--- config.mk ---
export PLATFORM = sky130hd
export DESIGN_NAME = fpu_mult_arb
export DESIGN_NICKNAME = d
export VERILOG_FILES = /design/src/rtl/fpu_mult_arb.sv
export SDC_FILE = /design/constraint.sdc
export NUM_CORES = 1
export LEC_CHECK = 0
export ABC_AREA = 1
export BUFFER_PORTS_ARGS = -buffer_cell sky130_fd_sc_hd__buf_2
export CAP_MARGIN = 40
export CORE_MARGIN = 2
export CORE_UTILIZATION = 50
export DETAILED_ROUTE_END_ITERATION = 12
export PLACE_DENSITY = 0.72
export SYNTH_ARGS = -nofsm -noshare
export SYNTH_HDL_FRONTEND = slang
export SYNTH_SLANG_ARGS = --single-unit
--- constraint.sdc ---
create_clock -name clk -period 7.15 [get_ports clk]
set_input_delay 2.145 -clock clk [delete_from_list [all_inputs] [get_ports clk]]
set_output_delay 2.145 -clock clk [all_outputs]
set_load 0.05 [all_outputs]
--- src/rtl/fpu_mult_arb.sv ---
// rtl/fpu_mult_arb.sv - two-stage pipeline sharing one bfloat16 multiplier among NUM_REQ requesters.
// Define FPU_MULT_ARB_RR_EN for round-robin grant; otherwise the lowest valid index wins.

// Combinational bf16 multiply: round-to-nearest-even, subnormals flush to zero, NaN is canonical.
module Mult (
  input  logic [15:0] i_a,
  input  logic [15:0] i_b,
  input  logic        i_inst,
  output logic [15:0] o_c
);
  logic        w_sign;
  logic [7:0]  w_ea, w_eb;
  logic [6:0]  w_ma, w_mb;
  logic        w_a_nan, w_b_nan, w_a_inf, w_b_inf, w_a_zero, w_b_zero;
  logic [15:0] w_prod;
  logic [8:0]  w_kept;
  logic [8:0]  w_rnd;
  logic        w_guard, w_sticky;
  logic [9:0]  w_exp;
  logic [6:0]  w_mant;
  logic        w_unused;

  assign w_sign   = i_a[15] ^ i_b[15];
  assign w_ea     = i_a[14:7];
  assign w_eb     = i_b[14:7];
  assign w_ma     = i_a[6:0];
  assign w_mb     = i_b[6:0];
  assign w_a_nan  = (w_ea == 8'hFF) && (w_ma != 7'h0);
  assign w_b_nan  = (w_eb == 8'hFF) && (w_mb != 7'h0);
  assign w_a_inf  = (w_ea == 8'hFF) && (w_ma == 7'h0);
  assign w_b_inf  = (w_eb == 8'hFF) && (w_mb == 7'h0);
  assign w_a_zero = (w_ea == 8'h00);
  assign w_b_zero = (w_eb == 8'h00);
  assign w_prod   = {1'b1, w_ma} * {1'b1, w_mb};

  always_comb begin
    if (w_prod[15]) begin
      w_kept   = {1'b0, w_prod[15:8]};
      w_guard  = w_prod[7];
      w_sticky = |w_prod[6:0];
    end else begin
      w_kept   = {1'b0, w_prod[14:7]};
      w_guard  = w_prod[6];
      w_sticky = |w_prod[5:0];
    end
  end

  assign w_rnd  = w_kept + {8'd0, w_guard & (w_sticky | w_kept[0])};
  // Rounding carry-out means the mantissa wrapped to 1.0 of the next binade.
  assign w_exp  = {2'b00, w_ea} + {2'b00, w_eb} + {9'd0, w_prod[15]} + {9'd0, w_rnd[8]} - 10'd127;
  assign w_mant = w_rnd[8] ? 7'h00 : w_rnd[6:0];
  assign w_unused = i_inst ^ w_rnd[7];

  always_comb begin
    o_c = {w_sign, w_exp[7:0], w_mant};
    if (w_a_nan || w_b_nan || (w_a_inf && w_b_zero) || (w_b_inf && w_a_zero))
      o_c = 16'h7FC0;
    else if (w_a_inf || w_b_inf)
      o_c = {w_sign, 8'hFF, 7'h00};
    else if (w_a_zero || w_b_zero || w_exp[9] || (w_exp == 10'd0))
      o_c = {w_sign, 15'h0000};
    else if (w_exp >= 10'd255)
      o_c = {w_sign, 8'hFF, 7'h00};
  end
endmodule

module fpu_mult_arb #(
  parameter  int NUM_REQ = 2,
  localparam int ID_W    = $clog2(NUM_REQ)
) (
  input  logic                  clk,
  input  logic                  rst,
  input  logic [NUM_REQ-1:0]    req_valid,
  output logic [NUM_REQ-1:0]    req_ready,
  input  logic [16*NUM_REQ-1:0] req_a,
  input  logic [16*NUM_REQ-1:0] req_b,
  output logic                  resp_valid,
  input  logic                  resp_ready,
  output logic [15:0]           resp_data,
  output logic [ID_W-1:0]       resp_id,
  output logic                  busy
);
  logic            r_s1_valid, r_s2_valid;
  logic [15:0]     r_s1_a, r_s1_b, r_s2_data;
  logic [ID_W-1:0] r_s1_id, r_s2_id;
  logic            w_s1_en, w_s2_en, w_found;
  logic [ID_W-1:0] w_win_idx, w_scan;
  logic [15:0]     w_prod;
  logic [15:0]     w_a_arr [NUM_REQ];
  logic [15:0]     w_b_arr [NUM_REQ];
`ifdef FPU_MULT_ARB_RR_EN
  logic [ID_W-1:0] r_ptr;
`endif

  assign w_s2_en = !r_s2_valid | resp_ready;
  assign w_s1_en = !r_s1_valid | w_s2_en;

  always_comb begin
    w_found   = 1'b0;
    w_win_idx = '0;
    w_scan    = '0;
`ifdef FPU_MULT_ARB_RR_EN
    for (int k = 1; k <= NUM_REQ; k++) begin
      w_scan = ID_W'((int'(r_ptr) + k) % NUM_REQ);
      if (!w_found && req_valid[w_scan]) begin
        w_found   = 1'b1;
        w_win_idx = w_scan;
      end
    end
`else
    // Scanning downward lets the lowest valid index overwrite the others.
    for (int i = NUM_REQ - 1; i >= 0; i--) begin
      w_scan = ID_W'(i);
      if (req_valid[w_scan]) begin
        w_found   = 1'b1;
        w_win_idx = w_scan;
      end
    end
`endif
  end

  for (genvar g = 0; g < NUM_REQ; g++) begin : g_req
    assign w_a_arr[g]   = req_a[16*g +: 16];
    assign w_b_arr[g]   = req_b[16*g +: 16];
    assign req_ready[g] = w_found & w_s1_en & (w_win_idx == ID_W'(g));
  end

  Mult u_mult (
    .i_a    (r_s1_a),
    .i_b    (r_s1_b),
    .i_inst (1'b0),
    .o_c    (w_prod)
  );

  always_ff @(posedge clk or posedge rst) begin
    if (rst) begin
      r_s1_valid <= 1'b0;
      r_s1_a     <= '0;
      r_s1_b     <= '0;
      r_s1_id    <= '0;
      r_s2_valid <= 1'b0;
      r_s2_data  <= '0;
      r_s2_id    <= '0;
`ifdef FPU_MULT_ARB_RR_EN
      r_ptr      <= ID_W'(NUM_REQ - 1);
`endif
    end else begin
      if (w_s2_en) begin
        r_s2_valid <= r_s1_valid;
        r_s2_data  <= w_prod;
        r_s2_id    <= r_s1_id;
      end
      if (w_s1_en) begin
        r_s1_valid <= w_found;
        if (w_found) begin
          r_s1_a  <= w_a_arr[w_win_idx];
          r_s1_b  <= w_b_arr[w_win_idx];
          r_s1_id <= w_win_idx;
`ifdef FPU_MULT_ARB_RR_EN
          r_ptr   <= w_win_idx;
`endif
        end
      end
    end
  end

  assign resp_valid = r_s2_valid;
  assign resp_data  = r_s2_data;
  assign resp_id    = r_s2_id;
  assign busy       = r_s1_valid | r_s2_valid;
endmodule

After elaboration in Yosys (flattened, before gate mapping)
Cells that the tools add are included.

Add/sub/neg operators: 5. Multipliers: 1. Div/mod/pow operators: 0. Order comparisons: 2. Equality and inequality tests: 2. Shift-type cells: 0. Mux-type cells: 17. Bitwise operators: 11. Reduce and logical (&&, ||, !) cells: 25.

Operators by type and width (number): $mux W16 (7); $mux W15 (3); $add A10 B1 Y10 (2); $eq A8 B8 Y1 const B (2); $logic_not A8 Y1 (2); $mul A8 B8 Y16 (1); $logic_not A7 Y1 (2); $reduce_bool A7 Y1 (2); $ge A10 B8 Y1 const B (1); $logic_not A10 Y1 (1); $sub A10 B7 Y10 const B (1); $add A8 B1 Y9 (1); $add A8 B8 Y9 (1); $mux W8 (1); $logic_or A1 B1 Y1 (7); $mux W7 (1); $reduce_or A7 Y1 (1); $logic_and A1 B1 Y1 (6); $reduce_or A6 Y1 (1); $mux W1 (5); $and A1 B1 Y1 (4); $or A1 B1 Y1 (4); $ge A2 B2 Y1 const B (1); $logic_not A1 Y1 (2); 4 further kinds (4).

Flip-flop bits (word level): 52. Latch bits: 0. RAM bits: 0. ROM bits: 0. Bits of input ports: 69. Output and inout bits: 21. Logic and storage cells: 70. Memories: 0.

Depth between registers and ports, before layout
Gate-level depths: netlist of run 1.

Depth after elaboration: 13. Mapped depth: 45. Depth with buffers taken out: 44.

Hierarchy
From an unflattened synthesis of run 1, not the netlist that was laid out.

Cell total of the unflattened synthesis: 929. Area, all modules: 6140.9 um2.

By module, submodules not included: Mult (times used 1, cells an instance 593, area an instance 3618.5 um2, sequential area each 0.0 um2); fpu_mult_arb (times used 1, cells an instance 336, area an instance 2522.4 um2, sequential area each 1301.2 um2).

Worst setup path before layout of run 1
No wires, ideal clock.

Kind: flip-flop to flip-flop. Start: reg r_s1_a[4]. End: reg r_s2_data[13], in the netlist resp_data[13]. Library setup time: 0.126 ns. Arrival: 6.407 ns. Data required time: 7.024 ns. Setup slack: 0.618 ns. Cell stages (with the launch flop): 40. Path buffers: 1. Period minus slack after synthesis: 6.532 ns. Path through: dfrtp_1 -> clkbuf_1 -> nand2_1 -> fa_1 -> inv_1 -> fa_1 -> fa_1 -> inv_1 -> fa_1 -> inv_1 -> ha_1 -> nand2_1 -> inv_1 -> nand2_1 -> nand2_1 -> nand2_1 -> nand3_2 -> nand2_2 -> [... 4 more ...] -> ha_1 -> nand3_1 -> nor2_2 -> nand2_1 -> inv_1 -> ha_1 -> fa_1 -> or2_2 -> nor2_1 -> nand2_1 -> nor2_1 -> nand3_1 -> nor2_1 -> nand3_2 -> nand2_4 -> inv_2 -> o21ai_0 -> a21oi_1.

Cells in the longest elaborated chain, start to end: 13. Elaborated cells on any way between the ends: 29. Those cells by class: add/sub: 4; mul: 1; order compare: 1; mux: 7; bitwise: 2; reduce/logical: 14.

RTL lines: from (decl) (RTL line 84) `logic [15:0] r_s1_a, r_s1_b, r_s2_data;`; from (signal assigned) (RTL line 156) `r_s1_a <= w_a_arr[w_win_idx];`; $mul A8 B8 Y16 (RTL line 34) `assign w_prod = {1'b1, w_ma} * {1'b1, w_mb};`; $reduce_or A7 Y1 / $reduce_or A6 Y1 (equally long branches) (RTL line 40, 44); $mux W1 (RTL line 37) `if (w_prod[15]) begin`; $or A1 B1 Y1 (RTL line 48) `assign w_rnd = w_kept + {8'd0, w_guard & (w_sticky | w_kept[0])};`; $and A1 B1 Y1 (RTL line 48); $add A8 B1 Y9 (RTL line 48); $add A10 B1 Y10 (RTL line 50) `assign w_exp = {2'b00, w_ea} + {2'b00, w_eb} + {9'd0, w_prod[15]} + {9'd0, w_rnd[8]} - 10'd127;`; $sub A10 B7 Y10 (RTL line 50); $ge A10 B8 Y1 (tied with other cells) (RTL line 62) `else if (w_exp >= 10'd255)`; $mux W15 / $logic_or A1 B1 Y1 (equally long branches) (RTL line 62, 60); $mux W15 (RTL line 60) `else if (w_a_zero || w_b_zero || w_exp[9] || (w_exp == 10'd0))`; $mux W15 (RTL line 58) `else if (w_a_inf || w_b_inf)`; $mux W16 * (RTL line 56) `if (w_a_nan || w_b_nan || (w_a_inf && w_b_zero) || (w_b_inf && w_a_zero))`; to (signal assigned) (RTL line 150) `r_s2_data <= w_prod;`; to (decl) (RTL line 84).

Every way passes the cells marked *; elsewhere a longest branch is shown, timed or not. A chain may end at the register's enable or synchronous reset.

Worst setup path after layout of run 1
Start: reg r_s1_b[5]. End: reg r_s2_data[9], in the netlist resp_data[9].

Cells in the longest elaborated chain, start to end: 13. Elaborated cells on any way between the ends: 29. Those cells by class: add/sub: 4; mul: 1; order compare: 1; mux: 7; bitwise: 2; reduce/logical: 14.

RTL lines: from (decl) (RTL line 84); from (signal assigned) (RTL line 157) `r_s1_b <= w_b_arr[w_win_idx];`; $mul A8 B8 Y16 (RTL line 34); $reduce_or A7 Y1 / $reduce_or A6 Y1 (equally long branches) (RTL line 40, 44); $mux W1 (RTL line 37); $or A1 B1 Y1 (RTL line 48); $and A1 B1 Y1 (RTL line 48); $add A8 B1 Y9 (RTL line 48); $add A10 B1 Y10 (RTL line 50); $sub A10 B7 Y10 (RTL line 50); $ge A10 B8 Y1 (tied with other cells) (RTL line 62); $mux W15 / $logic_or A1 B1 Y1 (equally long branches) (RTL line 62, 60); $mux W15 (RTL line 60); $mux W15 (RTL line 58); $mux W16 * (RTL line 56).

Marks and branches as above.

==> results of run 1 <==
-- stage by stage --
stage	power, mW	cells	util [%]
CTS	3.31	1039	57.4
detailed placement	3.05	1031	56.1
global placement	3.03	1030	55.8
floorplan	2.53	816	-
finish	3.57	1055	59.7
global route	4.02	1055	59.7
-- area by class of cell --
class / count / share of cell area [%]
Inverter: 181 / 10.0
Clock buffer: 5 / 1.85
Sequential cell: 52 / 19.4
Multi-Input combinational cell: 560 / 56.1
Tap cell: 143 / 2.65
Timing Repair Buffer: 111 / 9.47
Clock inverter: 3 / 0.407
-- per-layer routing --
layer / up-vias / routed length [um] / global-route usage, %
li1: 2705 / - / -
met4: 0 / 195 / 4.86
met1: 2325 / 6450 / 31.3
met2: 141 / 5750 / 33.5
met5: - / 0 / 0
met3: 13 / 608 / 2.57
-- cells by family (layout without fill, tap and decap cells) --
logic type / Yosys count / count (layout) / synth area share [%]
adders and majority gates: 87 / 87 / 23.9
xor gates and xnor gates: 13 / 13 / 1.98
and+or+nand+nor: 384 / 384 / 29.8
DFF: 52 / 52 / 22.6
AOI/OAI and AO/OA: 76 / 76 / 8.34
buffers and inverters: 204 / 300 / 13.3
-- repair_timing --
item | 4_1_cts | 5_1_grt
buffers inserted | 0 | 16
setup endpoints to repair | 0 | 15
hold buffers | 0 | 0
gates resized for setup | 0 | 34
hold endpoints to repair | 0 | 0
-- report_power, final --
| part | switching, mW | internal (mW) | total, mW |
|---|---|---|---|
| registers | 0.0758 | 0.367 | 0.443 |
| logic | 1.81 | 1.06 | 2.88 |
| clock network | 0.122 | 0.133 | 0.255 |
| total | 2.01 | 1.56 | 3.57 |
-- state kept, by name, indices dropped and copies added (netlist names) --
| signal | count |
|---|---|
| r_s1_b | 16 |
| resp_valid | 1 |
| resp_data | 16 |
| r_s1_id | 1 |
| r_s1_valid | 1 |
| resp_id | 1 |
| r_s1_a | 16 |
-- cell usage after synthesis, drive strengths merged --
master / count / share of area [%]
o31ai: 1 / 0.13
nand2: 272 / 19
o211ai: 4 / 0.52
xnor2: 3 / 0.46
or2: 2 / 0.22
nand3: 41 / 4.0
fa: 38 / 13
nor4b: 1 / 0.15
a22oi: 24 / 3.1
nand3b: 3 / 0.46
a31oi: 1 / 0.11
nand4: 17 / 2.1
o21ai: 24 / 2.3
ha: 49 / 11
a22o: 1 / 0.15
nor3: 1 / 0.087
clkbuf: 20 / 1.3
nor4: 6 / 0.65
buf: 3 / 0.20
xor2: 10 / 1.5
dfrtp: 52 / 23
inv: 179 / 12
nor2: 41 / 3.5
clkinv: 2 / 0.13
o21bai: 1 / 0.13
a21oi: 20 / 1.9
-- worst paths after layout --
kind	from	endpoint	slack, ns	depth (start not counted)
min in group asynchronous	rst	resp_data[12]$_DFFE_PP0P_	2.00	3
max in group asynchronous	rst	r_s1_a[6]$_DFFE_PP0P_	4.65	3
min reg2reg	resp_data[0]$_DFFE_PP0P_	resp_data[0]$_DFFE_PP0P_	0.48	2
max reg2reg	r_s1_b[5]$_DFFE_PP0P_	resp_data[9]$_DFFE_PP0P_	0.40	39
min	resp_data[0]$_DFFE_PP0P_	resp_data[0]$_DFFE_PP0P_	0.48	2
max	r_s1_b[5]$_DFFE_PP0P_	resp_data[9]$_DFFE_PP0P_	0.40	39
-- critical path, delay by kind of cell, from the launching register on --
family / cells / cell delay (ns)
fa+ha+maj: 8 / 3.16
simple gates: 20 / 2.20
buf+inv: 8 / 0.53
flops: 1 / 0.48
compound gates: 3 / 0.26
==> metrics.md, run 1 <==
| Metric | Value |
|---|---|
| CTS tree | `built` |
| Max-cap violation count | `0` |
| Filler cells | `1071` |
| Port Buffers | `89` |
| DRT Pass-1 Iters | `5` |
| Pre-CTS setup slack | `0.203 ns` |
| Final hold slack | `0.481 ns` |
| Area of the multi-input gates | `0.00380 mm^2` |
| Worst endpoint data arrival time | `6.94 ns` |
| Ports | `90` |
| CP max FO | `8` |
| Crit path kind | `register to register` |
| Commonest non-fill, non-tap cell in the layout | `nand2_1` |
| Initial DRC count | `214` |
| Class of the worst hold path | `register to register` |
| Syn nets | `972` |
| Seq/Total Area, Yosys | `22.6%` |
| Clk root buf | `clkbuf_16` |
| Cell mode on critical path | `inv_1` |
| Initial cell density of the core | `50.8%` |
| Final setup margin | `0.395 ns` |
| Die Wd | `111 um` |
| Final setup TNS | `0 ns` |
| Gpl congestion | `0.899` |
| Standard-cell rows | `39` |
| Largest net degree at the start of global routing | `53` |
| Fmax | `148 MHz` |
| Routed WL | `13000 um` |
| Maximum clock path buffer count | `2` |
| Worst-margin pin slew | `0.660 ns` |
| Post-DP HPWL | `10400 um` |
| Drt via density | `4.91` |
| Final period utilization | `94.5%` |
| Crit start category | `register` |
| Count of cell types in the netlist | `38` |
| Cell Area, Placed | `0.00635 mm^2` |
| Nets | `1067` |
| Register bit total from synthesis | `52` |
| Syn avg cell area | `7.04 um^2` |
| Initial antenna violation count | `0` |
| Synth-to-layout area growth | `17.7%` |
| Vias in the first global route | `4751` |
| Slew headroom | `56.0%` |
| Leakage Power | `3.98 nW` |
| CTS Sinks | `52` |
| Inserted Diodes | `0` |
| Die ar. | `0.0124 mm^2` |
| Most frequent cells in the layout | `nand2_1, inv_1, buf_2, ha_1, dfrtp_1` |
| Via count | `5184` |
| Final Max Slew Viols | `0` |
| Clock Latency Late Sink | `0.30 ns` |
| Critical path's slowest cell | `fa_1` |
| Final count of negative-setup-slack endpoints | `0` |
| Total Routing Usage GR | `21.2%` |
| First-pass GRT wire length | `21900 um` |
| Gr ovfl total | `0` |
| CTS clk-pin slew, worst paths | `0.08 ns` |
| DRC violations left | `0` |
| CTS Buf Count | `5` |
| YS warnings | `0` |
| PD cells | `529 mW/mm^2` |
| Gate count after technology mapping | `816` |
| Setup Skew | `0.0111 ns` |
| Setup crit end kind | `register` |
| Final hold violations | `0` |
| Final min period | `6.75 ns` |
| WP data required | `7.33 ns` |
| Finished Cell Area | `0.00676 mm^2` |
| CP peak stage delay | `0.53 ns` |
| WL/cell | `12.3 um` |
| Die height | `111 um` |
| Status | `complete, no violations` |
| Share of post-route cells with drive strength above 1 | `20.5%` |
| Mapped Area | `0.00575 mm^2` |
| Reg area | `0.00132 mm^2` |
| Antenna Nets Post-Route | `0` |
| Htree depth | `2` |
| Core area | `0.0113 mm^2` |
| Peak VDD IR | `0.309 mV` |
No activity file was read; power rests on OpenSTA's default activity.
==> inputs of run 2 (changes only) <==
Settings changed: CORE_MARGIN 2 to 8, CTS_CLUSTER_SIZE from default to 24.
==> run 2 against run 1 <==
  * Global-route usage decreased by 2.7 points
  * Clock power about the same
  * Register-to-register slack about the same
  * Critical endpoint is now resp_data[11]$_DFFE_PP0P_
  * Largest cell class unchanged
  * Highest routed layer unchanged
==> metrics.md, run 2 (synthesis gave the netlist of run 1 again) <==
| Metric | Value |
|---|---|
| Status | `complete, no violations (unchanged)` |
| Share of post-route cells with drive strength above 1 | `20.4% (was 20.5%)` |
| Ports | `90 (unchanged)` |
| Crit path max-delay family | `adder cells (unchanged)` |
| Crit path to | `resp_data[11]$_DFFE_PP0P_ (was resp_data[9]$_DFFE_PP0P_)` |
| Post-CTS Hold Buffers | `0 (unchanged)` |
| WP data required | `7.33 ns (about the same)` |
| R2R depth | `40 (was 39)` |
| R2r startpoint | `r_s1_a[2]$_DFFE_PP0P_ (was r_s1_b[5]$_DFFE_PP0P_)` |
| GR peak layer | `met2 (unchanged)` |
| CP startpoint | `r_s1_a[2]$_DFFE_PP0P_ (was r_s1_b[5]$_DFFE_PP0P_)` |
| Die Wd | `123 um (was 111 um)` |
| Htree depth | `2 (unchanged)` |
| CTS tree | `built (unchanged)` |
| Setup Skew | `0.00856 ns (was 0.0111 ns)` |
| Gpl congestion | `0.928 (was 0.899)` |
| CTS clk-pin slew, worst paths | `0.08 ns (about the same)` |
| Die ar. | `0.0152 mm^2 (was 0.0124 mm^2)` |
| WL/cell | `13.1 um (was 12.3 um)` |
| Reg2Reg Setup Slack | `0.38 ns (was 0.40 ns)` |
| Slew headroom | `62.9% (was 56.0%)` |
| Final period utilization | `94.6% (was 94.5%)` |
| Fmax | `148 MHz (about the same)` |
| Final setup margin | `0.385 ns (was 0.395 ns)` |
| WP buf/inv | `8 (unchanged)` |
| Core area | `0.0113 mm^2 (unchanged)` |
| Standard-cell rows | `39 (unchanged)` |
| Clk root buf | `clkbuf_16 (unchanged)` |
| Gr ovfl total | `0 (unchanged)` |
| Via count | `5257 (was 5184)` |
| Initial DRC count | `290 (was 214)` |
| Drt via density | `4.98 (was 4.91)` |
| Commonest non-fill, non-tap cell in the layout | `nand2_1 (unchanged)` |
| Crit path depth | `40 (was 39)` |
| Routed WL | `13800 um (was 13000 um)` |
| Post-DP HPWL | `11200 um (was 10400 um)` |
| Final min period | `6.77 ns (was 6.75 ns)` |
| Final count of negative-setup-slack endpoints | `0 (unchanged)` |
| CP max FO | `6 (was 8)` |
| Final hold violations | `0 (unchanged)` |
| Leakage Power | `3.98 nW (about the same)` |
| M2 GR Usage | `29.1% (was 33.5%)` |
| Largest net degree at the start of global routing | `41 (was 53)` |
| Inserted Diodes | `0 (unchanged)` |
| Class of the worst hold path | `register to register (unchanged)` |
| Nets | `1068 (was 1067)` |
| Crit start category | `register (unchanged)` |
| Peak VDD IR | `0.277 mV (was 0.309 mV)` |
| Setup crit end kind | `register (unchanged)` |
| Max-cap violation count | `0 (unchanged)` |
| Die height | `123 um (was 111 um)` |
| CTS Sinks | `52 (unchanged)` |
| Finished Cell Area | `0.00675 mm^2 (was 0.00676 mm^2)` |
| Total power | `3.59 mW (was 3.57 mW)` |
| Worst endpoint data arrival time | `6.94 ns (about the same)` |
| Most frequent cells in the layout | `nand2_1, inv_1, buf_2, ha_1, dfrtp_1 (unchanged)` |
| M3 GR Usage | `3.74% (was 2.57%)` |
| Cell Area, Placed | `0.00636 mm^2 (was 0.00635 mm^2)` |
| DRT Pass-1 Iters | `5 (unchanged)` |
| Clock Latency Late Sink | `0.30 ns (about the same)` |
| Total Routing Usage GR | `18.5% (was 21.2%)` |
| Filler cells | `1059 (was 1071)` |
| Synth-to-layout area growth | `17.5% (was 17.7%)` |
| Port Buffers | `89 (unchanged)` |
| CTS Buf Count | `5 (unchanged)` |
| DRC violations left | `0 (unchanged)` |
| CP peak stage delay | `0.54 ns (was 0.53 ns)` |
| Pre-CTS setup slack | `0.185 ns (was 0.203 ns)` |
| Maximum clock path buffer count | `2 (unchanged)` |
| Vias in the first global route | `5148 (was 4751)` |
| Crit path kind | `register to register (unchanged)` |
| Final hold slack | `0.478 ns (was 0.481 ns)` |
| Final core area utilization | `59.7% (about the same)` |
| PD cells | `531 mW/mm^2 (was 529 mW/mm^2)` |
| RR Endpoint | `resp_data[11]$_DFFE_PP0P_ (was resp_data[9]$_DFFE_PP0P_)` |
| Initial cell density of the core | `50.8% (unchanged)` |
| First-pass GRT wire length | `23100 um (was 21900 um)` |
| Initial antenna violation count | `0 (unchanged)` |
| Final Max Slew Viols | `0 (unchanged)` |
| Critical path's slowest cell | `fa_1 (unchanged)` |
| Cell mode on critical path | `nand2_1 (was inv_1)` |
| Met1 GRT Util | `25.5% (was 31.3%)` |
| Worst-margin pin slew | `0.552 ns (was 0.660 ns)` |
| Antenna Nets Post-Route | `0 (unchanged)` |
## run 2: cell types whose count changed in the layout (fill, tap and decap cells not counted)
cell,before,now
o21ai_1,3,4
ha_4,4,3
o21ai_2,5,4
nand2_2,14,13
nand2_1,253,254
buf_4,19,20
ha_2,2,3
## run 2: worst register-to-register path: cells and delay by family (launching register included)
family          cells  cell delay, ns
buf+inv             8            0.60
flops               1            0.44
fa+ha+maj           8            3.16
compound gates      3            0.25
simple gates       21            2.20
## run 2: final cells by class
class	count	area, um^2	share of cell area, %
Sequential cell	52	1320	19.5
Timing Repair Buffer	112	648	9.60
Clock inverter	3	27.5	0.408
Inverter	181	679	10.1
Clock buffer	5	125	1.85
Tap cell	143	179	2.65
Multi-Input combinational cell	560	3780	56.0
## run 2: routing by layer
metal | part of all wire [%] | wire length, um
met5 | 0 | 0
met4 | 2.2 | 299
met3 | 5.9 | 819
met2 | 43 | 6020
met1 | 48 | 6700
## run 2: worst min-delay path by stage
stage,end,depth (start not counted),start
finish,resp_id$_DFFE_PP0P_,2,resp_id$_DFFE_PP0P_
global route,resp_data[4]$_DFFE_PP0P_,2,resp_data[4]$_DFFE_PP0P_
CTS,resp_data[1]$_DFFE_PP0P_,2,resp_data[1]$_DFFE_PP0P_
detailed placement,resp_valid$_DFFE_PP0P_,2,r_s1_valid$_DFFE_PP0P_
global placement,resp_valid$_DFFE_PP0P_,2,r_s1_valid$_DFFE_PP0P_
floorplan,resp_valid$_DFFE_PP0P_,2,r_s1_valid$_DFFE_PP0P_
## run 2: power breakdown
group          leakage, nW  total (mW)  internal, mW  switching (mW)
clock network       0.0719       0.253         0.133           0.120
logic                 3.28        2.89          1.06            1.83
registers            0.623       0.443         0.367          0.0764
total                 3.98        3.59          1.56            2.03
## run 2: repair_timing
| action | in CTS | in global routing |
|---|---|---|
| setup buffers | 0 | 17 |
| gates resized for setup | 0 | 31 |
| setup endpoints to repair | 0 | 15 |
## run 2: per-stage QoR
stage                     std cells  setup TNS, ns
after global placement         1029              0
after global routing           1056        -0.0850
after CTS                      1039              0
after detailed placement       1031              0
final                          1056              0
after floorplan                 816              0
==> inputs of run 3 (changes only) <==
Settings changed: MAX_ROUTING_LAYER from default to met4.
==> run 3 against run 2 <==
  * Via count shrank 1.1%
  * Combinational power fell by 2%
  * Highest routed layer unchanged
  * Largest power group unchanged
  * Die area stayed put
  * First-iteration DRC count fell by 6.2%
  * Largest cell class unchanged
==> metrics.md, run 3 (synthesis gave the netlist of run 1 again) <==
| Metric | Value |
|---|---|
| PD cells | `525 mW/mm^2 (was 531 mW/mm^2)` |
| Setup crit end kind | `register (unchanged)` |
| DRC violations left | `0 (unchanged)` |
| Routed WL | `13400 um (was 13800 um)` |
| First-pass GRT wire length | `22700 um (was 23100 um)` |
| Nets | `1070 (was 1068)` |
| Final count of negative-setup-slack endpoints | `0 (unchanged)` |
| Fmax | `149 MHz (was 148 MHz)` |
| R2R depth | `40 (unchanged)` |
| Gr ovfl total | `0 (unchanged)` |
| Final min period | `6.73 ns (was 6.77 ns)` |
| CTS Sinks | `52 (unchanged)` |
| Status | `complete, no violations (unchanged)` |
| WP buf/inv | `8 (unchanged)` |
| Largest net degree at the start of global routing | `53 (was 41)` |
| CTS Buf Count | `5 (unchanged)` |
| WP data required | `7.32 ns (was 7.33 ns)` |
| Final period utilization | `94.1% (was 94.6%)` |
| R2r startpoint | `r_s1_a[2]$_DFFE_PP0P_ (unchanged)` |
| Port Buffers | `89 (unchanged)` |
| Max-cap violation count | `0 (unchanged)` |
| Leakage Power | `3.98 nW (about the same)` |
| Maximum clock path buffer count | `2 (unchanged)` |
| Die ar. | `0.0152 mm^2 (unchanged)` |
| CP startpoint | `r_s1_a[2]$_DFFE_PP0P_ (unchanged)` |
| Share of post-route cells with drive strength above 1 | `20.8% (was 20.4%)` |
| Final setup TNS | `0 ns (unchanged)` |
| Initial DRC count | `272 (was 290)` |
| Final hold violations | `0 (unchanged)` |
| Drt via density | `4.91 (was 4.98)` |
| Clk root buf | `clkbuf_16 (unchanged)` |
| Total Routing Usage GR | `18.6% (was 18.5%)` |
| Die height | `123 um (unchanged)` |
| Placed Cells | `1031 (unchanged)` |
| Class of the worst hold path | `register to register (unchanged)` |
| Post-DP HPWL | `10900 um (was 11200 um)` |
| Commonest non-fill, non-tap cell in the layout | `nand2_1 (unchanged)` |
| Post-CTS Hold Buffers | `0 (unchanged)` |
| Critical path's slowest cell | `fa_1 (unchanged)` |
| Gpl congestion | `0.916 (was 0.928)` |
| Setup Skew | `0.00748 ns (was 0.00856 ns)` |
| Htree depth | `2 (unchanged)` |
| Crit path depth | `40 (unchanged)` |
| Crit start category | `register (unchanged)` |
| Filler cells | `1089 (was 1059)` |
| Inserted Diodes | `0 (unchanged)` |
| Initial antenna violation count | `0 (unchanged)` |
| Peak VDD IR | `0.303 mV (was 0.277 mV)` |
| Reg2Reg Setup Slack | `0.42 ns (was 0.38 ns)` |
| CTS tree | `built (unchanged)` |
| Cell Area, Placed | `0.00635 mm^2 (was 0.00636 mm^2)` |
| RR Endpoint | `resp_data[9]$_DFFE_PP0P_ (was resp_data[11]$_DFFE_PP0P_)` |
| Non-Filler Instances | `1058 (was 1056)` |
| Worst endpoint data arrival time | `6.90 ns (was 6.94 ns)` |
| Crit path max-delay family | `adder cells (unchanged)` |
| Cell mode on critical path | `nand2_1 (unchanged)` |
| Final core area utilization | `59.5% (was 59.7%)` |
| CP max FO | `6 (unchanged)` |
| Synth-to-layout area growth | `17.2% (was 17.5%)` |
| Finished Cell Area | `0.00673 mm^2 (was 0.00675 mm^2)` |
| Antenna Nets Post-Route | `0 (unchanged)` |
| Slew headroom | `55.6% (was 62.9%)` |
| CP peak stage delay | `0.55 ns (was 0.54 ns)` |
| CTS clk-pin slew, worst paths | `0.08 ns (about the same)` |
| Standard-cell rows | `39 (unchanged)` |
| Total power | `3.53 mW (was 3.59 mW)` |
| Die Wd | `123 um (unchanged)` |
| Final Max Slew Viols | `0 (unchanged)` |
| Initial cell density of the core | `50.8% (unchanged)` |
| Crit path to | `resp_data[9]$_DFFE_PP0P_ (was resp_data[11]$_DFFE_PP0P_)` |
| Via count | `5199 (was 5257)` |
| Crit path kind | `register to register (unchanged)` |
| Core area | `0.0113 mm^2 (unchanged)` |
| Worst-margin pin slew | `0.666 ns (was 0.552 ns)` |
| Vias in the first global route | `5079 (was 5148)` |
| Clock Latency Late Sink | `0.29 ns (was 0.30 ns)` |
| WL/cell | `12.6 um (was 13.1 um)` |
| DRT Pass-1 Iters | `4 (was 5)` |
| Most frequent cells in the layout | `nand2_1, inv_1, buf_2, ha_1, dfrtp_1 (unchanged)` |
| Ports | `90 (unchanged)` |
-- run 3: cell count changes in the layout (fill, tap and decap cells not counted), sizes merged --
cell / previous run / this run
buf: 111 / 114
clkbuf: 6 / 5
-- run 3: worst register-to-register path: cells and delay by family, from the launching register on --
kind / cells / cell delay, ns
AO/OA/AOI/OAI: 3 / 0.26
adder cells (fa/ha/maj): 8 / 3.16
buffers and inverters: 8 / 0.55
flip-flops: 1 / 0.43
AND/OR/NAND/NOR: 21 / 2.21
-- run 3: where the power goes --
group,switching [mW],internal (mW),leakage (nW)
combinational,1.80,1.04,3.28
clock,0.119,0.133,0.0719
sequential,0.0740,0.367,0.623
total,1.99,1.54,3.98
-- run 3: cell type report --
cell class / instances / area, um^2 / area share, %
flip-flops and latches: 52 / 1320 / 19.5
clock buffers: 5 / 125 / 1.86
inverters: 181 / 679 / 10.1
multi-input cells: 560 / 3750 / 55.8
clock inverters: 3 / 27.5 / 0.409
well taps: 143 / 179 / 2.66
repair buffers: 114 / 653 / 9.70
-- run 3: how the worst min path moves through the flow --
stage / start / end / slack, ns / cells past startpoint
floorplan: r_s1_valid$_DFFE_PP0P_ / resp_valid$_DFFE_PP0P_ / 0.45 / 2
global placement: r_s1_valid$_DFFE_PP0P_ / resp_valid$_DFFE_PP0P_ / 0.46 / 2
detailed placement: resp_data[4]$_DFFE_PP0P_ / resp_data[4]$_DFFE_PP0P_ / 0.46 / 2
CTS: resp_data[4]$_DFFE_PP0P_ / resp_data[4]$_DFFE_PP0P_ / 0.48 / 2
global route: resp_data[3]$_DFFE_PP0P_ / resp_data[3]$_DFFE_PP0P_ / 0.51 / 2
finish: resp_data[4]$_DFFE_PP0P_ / resp_data[4]$_DFFE_PP0P_ / 0.48 / 2
-- run 3: timing repair --
action,CTS,global route
gates resized for setup,0,31
endpoints found under the setup margin,0,15
setup buffers,0,19
endpoints found under the hold margin,0,0
-- run 3: stage by stage --
step | hold WS (ns) | setup slack (ns)
floorplan | 0.448 | 0.618
global placement | 0.458 | 0.382
detailed placement | 0.462 | 0.192
CTS | 0.481 | 0.176
global route | 0.508 | -0.0488
finish | 0.480 | 0.424
-- run 3: layer usage --
layer | wire length (um) | up-vias | GRT usage [%]
li1 | - | 2713 | -
met1 | 6840 | 2352 | 26.3
met2 | 5780 | 124 | 27.8
met3 | 603 | 10 | 2.28
met4 | 143 | 0 | 4.36
met5 | 0 | - | -
